$ cat src/rtl/selecteur_lanceur_de.sv
// Dice selector / roller front end.
// Conditions two raw push-buttons, steps the die type, runs the roll
// counter while btn_roll is held and registers the BCD result on release.
module selecteur_lanceur_de (
  input  logic       clk,
  input  logic       reset,
  input  logic       btn_select,
  input  logic       btn_roll,
  output logic [2:0] de_value,
  output logic [3:0] result_hundreds,
  output logic [3:0] result_tens,
  output logic [3:0] result_units,
  output logic       result_valid,
  output logic       rolling
);

  typedef enum logic [1:0] {
    IDLE    = 2'd0,
    ROLLING = 2'd1,
    SHOW    = 2'd2
  } state_t;

  state_t     state;
  state_t     state_next;

  logic       sel_s1, sel_s2, sel_prev;
  logic       roll_s1, roll_s2, roll_prev;
  logic       sel_rise, roll_rise, roll_fall;

  logic [6:0] spin;
  logic [6:0] spin_max;
  logic [11:0] spin_bcd;

  logic       start_roll;
  logic       step_die;
  logic       capture;

  // Largest face of each die code; the spin counter wraps back to 1 after it.
  function automatic logic [6:0] max_of(input logic [2:0] code);
    logic [6:0] m;
    case (code)
      3'd0:    m = 7'd4;
      3'd1:    m = 7'd6;
      3'd2:    m = 7'd8;
      3'd3:    m = 7'd10;
      3'd4:    m = 7'd12;
      3'd5:    m = 7'd20;
      3'd6:    m = 7'd30;
      default: m = 7'd100;
    endcase
    return m;
  endfunction

  // Binary 1..100 to three BCD digits {hundreds, tens, units}.
  function automatic logic [11:0] to_bcd(input logic [6:0] v);
    logic [6:0] rem;
    logic [3:0] h, t, u;
    h   = (v >= 7'd100) ? 4'd1 : 4'd0;
    rem = (v >= 7'd100) ? (v - 7'd100) : v;
    t   = 4'(rem / 7'd10);
    u   = 4'(rem % 7'd10);
    return {h, t, u};
  endfunction

  // Two-flop synchronizers followed by a history flop for edge detection.
  always_ff @(posedge clk) begin
    if (reset) begin
      sel_s1    <= 1'b0;
      sel_s2    <= 1'b0;
      sel_prev  <= 1'b0;
      roll_s1   <= 1'b0;
      roll_s2   <= 1'b0;
      roll_prev <= 1'b0;
    end else begin
      sel_s1    <= btn_select;
      sel_s2    <= sel_s1;
      sel_prev  <= sel_s2;
      roll_s1   <= btn_roll;
      roll_s2   <= roll_s1;
      roll_prev <= roll_s2;
    end
  end

  assign sel_rise  = sel_s2 & ~sel_prev;
  assign roll_rise = roll_s2 & ~roll_prev;
  assign roll_fall = ~roll_s2 & roll_prev;

  // State register.
  always_ff @(posedge clk) begin
    if (reset) state <= IDLE;
    else       state <= state_next;
  end

  // Next state: a roll press wins over a select press in the same cycle.
  always_comb begin
    state_next = state;
    case (state)
      IDLE, SHOW: begin
        if (roll_rise)     state_next = ROLLING;
        else if (sel_rise) state_next = IDLE;
      end
      ROLLING: begin
        if (roll_fall) state_next = SHOW;
      end
      default: state_next = IDLE;
    endcase
  end

  // State outputs and datapath strobes.
  always_comb begin
    rolling    = 1'b0;
    start_roll = 1'b0;
    step_die   = 1'b0;
    capture    = 1'b0;
    case (state)
      IDLE, SHOW: begin
        start_roll = roll_rise;
        step_die   = sel_rise & ~roll_rise;
      end
      ROLLING: begin
        rolling = 1'b1;
        capture = roll_fall;
      end
      default: ;
    endcase
  end

  assign spin_max = max_of(de_value);
  assign spin_bcd = to_bcd(spin);

  // Die selection, spin counter and captured result.
  always_ff @(posedge clk) begin
    if (reset) begin
      de_value        <= 3'd0;
      spin            <= 7'd1;
      result_hundreds <= 4'd0;
      result_tens     <= 4'd0;
      result_units    <= 4'd0;
      result_valid    <= 1'b0;
    end else begin
      if (step_die) de_value <= de_value + 3'd1;

      if (start_roll)
        spin <= 7'd1;
      else if (rolling && !capture)
        spin <= (spin == spin_max) ? 7'd1 : spin + 7'd1;

      if (capture) begin
        {result_hundreds, result_tens, result_units} <= spin_bcd;
        result_valid <= 1'b1;
      end else if (start_roll || step_die) begin
        result_valid <= 1'b0;
      end
    end
  end

endmodule
$ cat config.mk
export PLATFORM = sky130hd
export DESIGN_NAME = selecteur_lanceur_de
export DESIGN_NICKNAME = d
export VERILOG_FILES = /design/src/rtl/selecteur_lanceur_de.sv
export SDC_FILE = /design/constraint.sdc
export NUM_CORES = 1
export LEC_CHECK = 0
export CAP_MARGIN = 10
export CORE_ASPECT_RATIO = 0.5
export CORE_MARGIN = 2
export CORE_UTILIZATION = 40
export CTS_CLUSTER_SIZE = 30
export DETAILED_ROUTE_END_ITERATION = 12
export SLEW_MARGIN = 15
export SYNTH_ARGS = -nofsm -noshare
export SYNTH_HDL_FRONTEND = slang
export SYNTH_SLANG_ARGS = --single-unit
$ cat constraint.sdc
create_clock -name clk -period 10.1 [get_ports clk]
set_clock_uncertainty 0.15 [all_clocks]
set_input_delay 1.515 -clock clk [delete_from_list [all_inputs] [get_ports clk]]
set_output_delay 1.515 -clock clk [all_outputs]
set_load 0.005 [all_outputs]
## Yosys cells after proc, flatten, opt, wreduce, memory -nomap -nowiden

Cells that the tools add are included.
W data, S select, Z words.

- Bitwise gates (word level): 8
- Add/sub/neg operators: 3
- Multiplexer cells: 14
- Div/mod/pow operators: 2
- $lt $le $gt $ge: 1
- Equality and inequality tests: 11
- Reduce and logical (&&, ||, !) cells: 9

Operators with widths:

| cell | number |
|---|---|
| $pmux W7 S7 | 1 |
| $mux W7 | 2 |
| $eq A3 B3 Y1 const B | 3 |
| $add A7 B1 Y7 const B | 1 |
| $div A7 B4 Y7 const B | 1 |
| $eq A7 B7 Y1 | 1 |
| $ge A7 B7 Y1 const B | 1 |
| $mod A7 B4 Y7 const B | 1 |
| $mux W1 | 7 |
| $sub A7 B7 Y7 const B | 1 |
| $eq A3 B2 Y1 const B | 2 |
| $mux W2 | 3 |
| $and A1 B1 Y1 | 4 |
| $not A1 Y1 | 4 |
| $pmux W2 S2 | 1 |
| $reduce_or A2 Y1 | 2 |
| $add A3 B1 Y3 const B | 1 |
| $eq A3 B1 Y1 const B | 1 |
| $logic_not A3 Y1 | 1 |
| $ne A3 B3 Y1 const B | 1 |
| $eq A2 B1 Y1 const B | 1 |
| $eq A2 B2 Y1 const B | 1 |
| $logic_not A2 Y1 | 1 |
| $ne A2 B2 Y1 const B | 1 |
| other kinds (5) | 5 |

- Output and inout port bits: 17
- Register bits after elaboration: 31
- Word-level logic and storage cells: 61

## Longest topological paths before layout

Gate-level depths: netlist (run 1).

- Word-level depth: 8
- Gate-level depth with buffers: 15
- Mapped depth without buffers: 14

## Least setup slack after synthesis (run 1)

No wires, ideal clock.

- Path kind: flip-flop to flip-flop
- Start: register spin[2]
- End: register result_units[1]
- Period minus slack after synthesis: 3.445 ns
- Required time: 9.810 ns
- Data arrival time: 3.155 ns
- Cell stages (with the launch flop): 16
- Slack: 6.655 ns
- Path through: dfxtp_1 buf_2 inv_1 ha_1 and3_1 or3_1 nand4_2 and2_4 a21oi_1 o22a_1 ha_1 nand3_1 a211oi_2 a2111oi_4 xnor2_1 a211oi_2

- Word-level cells in the longest chain between the ends: 3

RTL lines:

| what | line | RTL |
|---|---|---|
| start, declared | 30 | `logic [6:0] spin;` |
| start signal, assigned | 146 | `spin <= (spin == spin_max) ? 7'd1 : spin + 7'd1;` |
| $sub A7 B7 Y7 or $ge A7 B7 Y1 (tied branches) | 59 | `rem = (v >= 7'd100) ? (v - 7'd100) : v;` |
| $mux W7 (*) | 59 |  |
| $mod A7 B4 Y7 (*) | 61 | `u = 4'(rem % 7'd10);` |
| end signal, assigned | 149 | `{result_hundreds, result_tens, result_units} <= spin_bcd;` |
| end, declared | 12 | `output logic [3:0] result_units,` |

Every way passes the cells marked *; elsewhere a longest branch is shown, timed or not.
A chain may end at the register's enable or synchronous reset.

## Worst setup path after layout (run 1)

- Start: register spin[3]
- End: register result_units[1]

The elaborated chain is that of the path after synthesis.

==> impl_metrics.toml, run 1 <==
[status]
outcome = "finished clean"

[detailed_routing]
drc = 0
drtIter0Drc = 44
via_per_inst = 5.43
ant_nets = 0
wl_mm = 3.84
wire_per_inst_um = 13.5
first_pass_iters = 4
routed-via-count = 1543

[synthesis]
yosysSeqAreaShare = 0.304
synth_cell_types = 50
synth_top_cell_by_area = "dfxtp_1"
synth-compound-area-share = 0.233
synth_enable_flop_cells = 0
synth_fa_ha_area_frac = 0.0746
yosys_warnings = 0
synthMuxAreaShare = 0.0217
synth_area_leaders = "dfxtp_1 (30%), ha_1 (7.5%), xnor2_1 (5.2%), nor2_1 (4.7%), nor2b_1 (3.7%)"
synth_top_family_by_area = "simple AND/OR/NAND/NOR gates"
ys_async_sr_fraction = 0
yosysTopAreaCellShare = 0.304
ys.flop_type = "dfxtp_1"
yosys.area_share.xor_xnor = 0.0522
syn_area_um2 = 1840
netlist_instances = 216
synth-seq-cells = 28
syn_area_per_cell_um2 = 8.54
yosys.area_share.simple = 0.246

[clock_network]
insertion_delay_ns = 0.28
tritoncts = "built"
clk_pin_slew_ns = 0.10
cts_setup_buffers = 0
clock_sinks = 28
clockBufferDepth = 2
cts_root_buf = "clkbuf_8"
numCtsBuffers = 3
cts_hold_buffers = 0
cts_max_level = 1
cts-resized-gates = 0

[power]
cellInternalPower_uw = 173
seqPwrFrac = 0.520
pwr-share-clk = 0.406
comb_power_share = 0.074
power_switching_uw = 47.2
p_per_area_nw_per_um2 = 106
switching_share = 0.215
ir_worst_vdd_mv = 0.0810
p_leak_nw = 0.723

[cells_and_area]
layout_commonest_cell = "dfxtp_1"
layout_common_cells = "dfxtp_1 (28), nor2_1 (23), nand2_1 (17), clkdlybuf4s50_1 (17)"
area_delta_synth_final_pct = 12.9
nets = 243
diodes = 0
fillers = 451
design_area_um2 = 2080
layout-drive-gt1-share = 0.0793

[job]
maxCapViolCount = 0

[floorplan]
start_util = 0.417
die_area_um2 = 5200
ios = 21
die_x_um = 100
core_area_um2 = 4420
row_count = 17
die_y_um = 52.0

[timing]
min_period_ns = 4.05
drv_slew = 0
setup_viol = 0
timing.fmax_ghz = 0.247
period_share = 0.401
hold_viol_final = 0
hold_slack_ns = 0.297
slew_headroom = 0.468
fin_setup_tns_ns = 0
worstMarginPinSlew_ns = 0.795
grt_setup_unrepaired = "false"

[placement]
io_buffers = 17
placed_cell_area_um2 = 2010
place.gp.congestion = 0.859
hpwl_mm = 2.89

[grt]
grtUsageTotal = 0.157
grt_pass1_wl_mm = 6.46
antenna_found_initial = 0
grt_overflow = 0
grt_max_degree = 23
grt_pass1_vias = 1353

[critical_path]
cp_max_fo = 15
required_ns = 10.14
rrSetupSlack_ns = 6.05
crit_path_start_kind = "flip-flop"
endpoint_kind = "flip-flop"
arrival_ns = 4.09
critical_path_class = "flip-flop to flip-flop"

[worst_hold_path]
holdCritPathClass = "flip-flop to flip-flop"
==> stage by stage <==
step	cells	util	power (mW)	setup slack [ns]
global placement	280	0.454	0.133	6.28
finish	284	0.471	0.220	6.05
detailed placement	280	0.454	0.133	6.11
floorplan	218	-	0.129	6.65
global route	284	0.471	0.229	5.82
CTS	284	0.471	0.223	6.09
==> cell type report <==
type                       instances  area (um^2)  share of cell area
clock buffer                       3         41.3              0.0198
clock inverter                     1         30.0              0.0144
inverter                          11         41.3              0.0198
multi-input combinational        167         1170               0.561
sequential                        28          561               0.269
tap                               57         71.3              0.0343
timing repair buffer              17          170              0.0817
==> cells in the mapped netlist (5+ instances only) <==
| master | number |
|---|---|
| buf_4 | 5 |
| nor2_1 | 23 |
| nand2b_1 | 6 |
| dfxtp_1 | 28 |
| a211oi_1 | 6 |
| xnor2_1 | 11 |
| nand3_1 | 9 |
| nor2b_1 | 11 |
| nand2_1 | 17 |
| inv_1 | 11 |
| o21ai_0 | 10 |
| ha_1 | 11 |
| a21oi_1 | 10 |
==> kinds of logic after synthesis <==
| group | count (synthesis) |
|---|---|
| other | 1 |
| adder cells (fa/ha/maj) | 11 |
| XOR/XNOR | 11 |
| flip-flops | 28 |
| AND/OR/NAND/NOR | 86 |
| AO/OA/AOI/OAI | 52 |
| multiplexers | 4 |
| buffers and inverters | 23 |
==> flip-flops by register name (all words and copies together), names as in the netlist <==
register	count
sel_prev	1
result_valid	1
roll_prev	1
result_units	4
roll_s1	1
sel_s2	1
result_hundreds	1
spin	7
sel_s1	1
state	2
result_tens	4
roll_s2	1
de_value	3
==> per-layer routing <==
metal	wire, um	vias up	track usage
met5	0	-	0
met4	26	0	0.0342
met3	112	4	0.0282
met2	1670	28	0.245
met1	2030	731	0.227
li1	-	780	-
==> critical path: stages, from the launching register on <==
cell       delay [ns]
dfxtp_1          0.65
inv_1            0.23
ha_1             0.30
a2111oi_2        0.54
or3_1            0.23
nand4_2          0.16
and2_4           0.23
a21oi_1          0.14
o22a_1           0.15
ha_1             0.22
nand3_1          0.12
nor3_1           0.37
a2111oi_4        0.10
xnor2_1          0.16
a211oi_2         0.20
==> worst paths after layout <==
check | to | cells after the start | startpoint
setup / recovery | result_units[1] | 14 | spin[3]
hold / removal | roll_s2 | 1 | roll_s1
setup reg to reg | result_units[1] | 14 | spin[3]
hold reg to reg | roll_s2 | 1 | roll_s1
==> power by group through the flow <==
stage	logic (mW)	registers, mW	clock network [mW]
final	0.0162	0.114	0.0893
after global routing	0.0184	0.115	0.0959
after CTS	0.0163	0.114	0.0922
after detailed placement	0.0162	0.117	0
after global placement	0.0160	0.117	0
after floorplan	0.0123	0.116	0
No activity file was read; power rests on OpenSTA's default activity.
==> run 2, diff against run 1 <==
clock period = 3.5 ns   (was 10.1 ns; I/O delays follow)
==> run 2 against run 1 <==
  * Routed wire length up 6.9%
  * Clock power rose to 2.9 times the previous value
  * Highest routed layer unchanged
  * Core utilization grew 4.5 points
  * Critical endpoint unchanged
  * Sequential share of layout area down 2.1 points
  * Worst setup slack worse by 5.9 ns
  * Fmax increased by 20%
  * Hold slack barely moved
  * Cell area is 9.6% higher
  * Combinational power grew to 3.2 times the previous value
  * Via count is 1.2% higher
  * Largest power group unchanged
  * Sequential cell count is the same
  * Non-clock buffer count grew 14
==> impl_metrics.toml, run 2 (synthesis gave the netlist of run 1 again) <==
[clock_network]
clk_pin_slew_ns = 0.10
insertion_delay_ns = 0.28
cts_root_buf = "clkbuf_8"
numCtsBuffers = 3
clockBufferDepth = 2
cts_max_level = 1
tritoncts = "built"
clock_sinks = 28

[floorplan]
die_area_um2 = 5200
core_area_um2 = 4420
row_count = 17
start_util = 0.417
die_y_um = 52.0
ios = 21
die_x_um = 100

[timing]
hold_viol_final = 0
hold_slack_ns = 0.298
min_period_ns = 3.37
worstMarginPinSlew_ns = 0.587
slew_headroom = 0.606
setup_viol = 0
timing.fmax_ghz = 0.297
drv_slew = 0
period_share = 0.964

[critical_path]
arrival_ns = 3.42
worst_r2r_path_depth = 14
cp_max_fo = 5
critPathTopFamily = "simple AND/OR/NAND/NOR gates"
crit_path_start_kind = "flip-flop"
crit_buf_inv = 1
slowest_delay_ns = 0.40
path_depth = 14
endpoint_kind = "flip-flop"
critical_path_class = "flip-flop to flip-flop"
path_cells = "inv_2, ha_4, and3_1, or3_4, nand4_2, and2_4, a21oi_1, o22a_1, ha_1, nand2b_1, a311oi_4, a2111oi_4, xnor2_1, a211oi_2"
required_ns = 3.55
cpMaxStageDelayCell = "a2111oi_4"

[detailed_routing]
wire_per_inst_um = 13.8
drtIter0Drc = 61
first_pass_iters = 4
wl_mm = 4.10
via_per_inst = 5.24
drc = 0
routed-via-count = 1562
ant_nets = 0

[cells_and_area]
utilization = 0.516
regMostFlops = "spin"
area_delta_synth_final_pct = 23.7
nets = 257
largest_reg_flops = 7
layout-drive-gt1-share = 0.183
layout_common_cells = "nor2_1 (23), dfxtp_1 (23), nand2_1 (17), clkdlybuf4s50_1 (17), buf_4 (13)"
top_regs = "spin (7), result_tens (4), result_units (4)"
diodes = 0

[job]
maxCapViolCount = 0

[grt]
grt_pass1_vias = 1384
antenna_found_initial = 0
grtUsageTotal = 0.165
grt_overflow = 0
grt_max_degree = 17
grt_pass1_wl_mm = 6.80

[status]
outcome = "finished clean"

[power]
ir_worst_vdd_mv = 0.160
p_leak_nw = 0.812
p_per_area_nw_per_um2 = 279

[placement]
place.gp.congestion = 0.819
hpwl_mm = 3.01
io_buffers = 17

[worst_hold_path]
whs_path_depth = 1
holdCritPathClass = "flip-flop to flip-flop"
==> run 2: repair_timing <==
action	CTS	global route
gates cloned	0	0
pin swaps	0	6
resized for setup	1	17
endpoints found under the setup margin	1	3
hold buffers	0	0
buffers inserted	0	4
==> run 2: layout make-up <==
cell class / instances / area (um^2)
clock buffers: 3 / 41.3
flip-flops and latches: 28 / 567
well taps: 57 / 71.3
fillers: 412 / 2140
inverters: 11 / 41.3
multi-input cells: 167 / 1250
clock inverters: 1 / 30.0
repair buffers: 31 / 279
==> run 2: final timing paths <==
check | startpoint | endpoint | slack [ns]
max | spin[3] | result_units[1] | 0.13
max reg2reg | spin[3] | result_units[1] | 0.13
min | roll_s1 | roll_s2 | 0.30
min reg2reg | roll_s1 | roll_s2 | 0.30
==> run 2: metrics by stage <==
stage          setup TNS [ns]  area (um^2)  power [mW]  instances  setup slack [ns]
2_1_floorplan               0         1850       0.372        218            0.0549
3_3_place_gp                0         2090       0.385        290             0.135
3_5_place_dp                0         2090       0.386        290            0.0102
4_1_cts                     0         2160       0.644        294            0.0122
5_1_grt               -0.0923         2280       0.668        298           -0.0543
6_report                    0         2280       0.636        298             0.127
==> run 2: layer usage <==
layer  track usage  routed length, um
met2         0.256               1780
met5             0                  0
met4        0.0274                 28
met3        0.0296                120
met1         0.243               2170
==> run 2: report_power, final <==
group | internal [mW] | switching (mW)
Clock | 0.153 | 0.102
Combinational | 0.0234 | 0.0289
Sequential | 0.324 | 0.00425
Total | 0.501 | 0.135
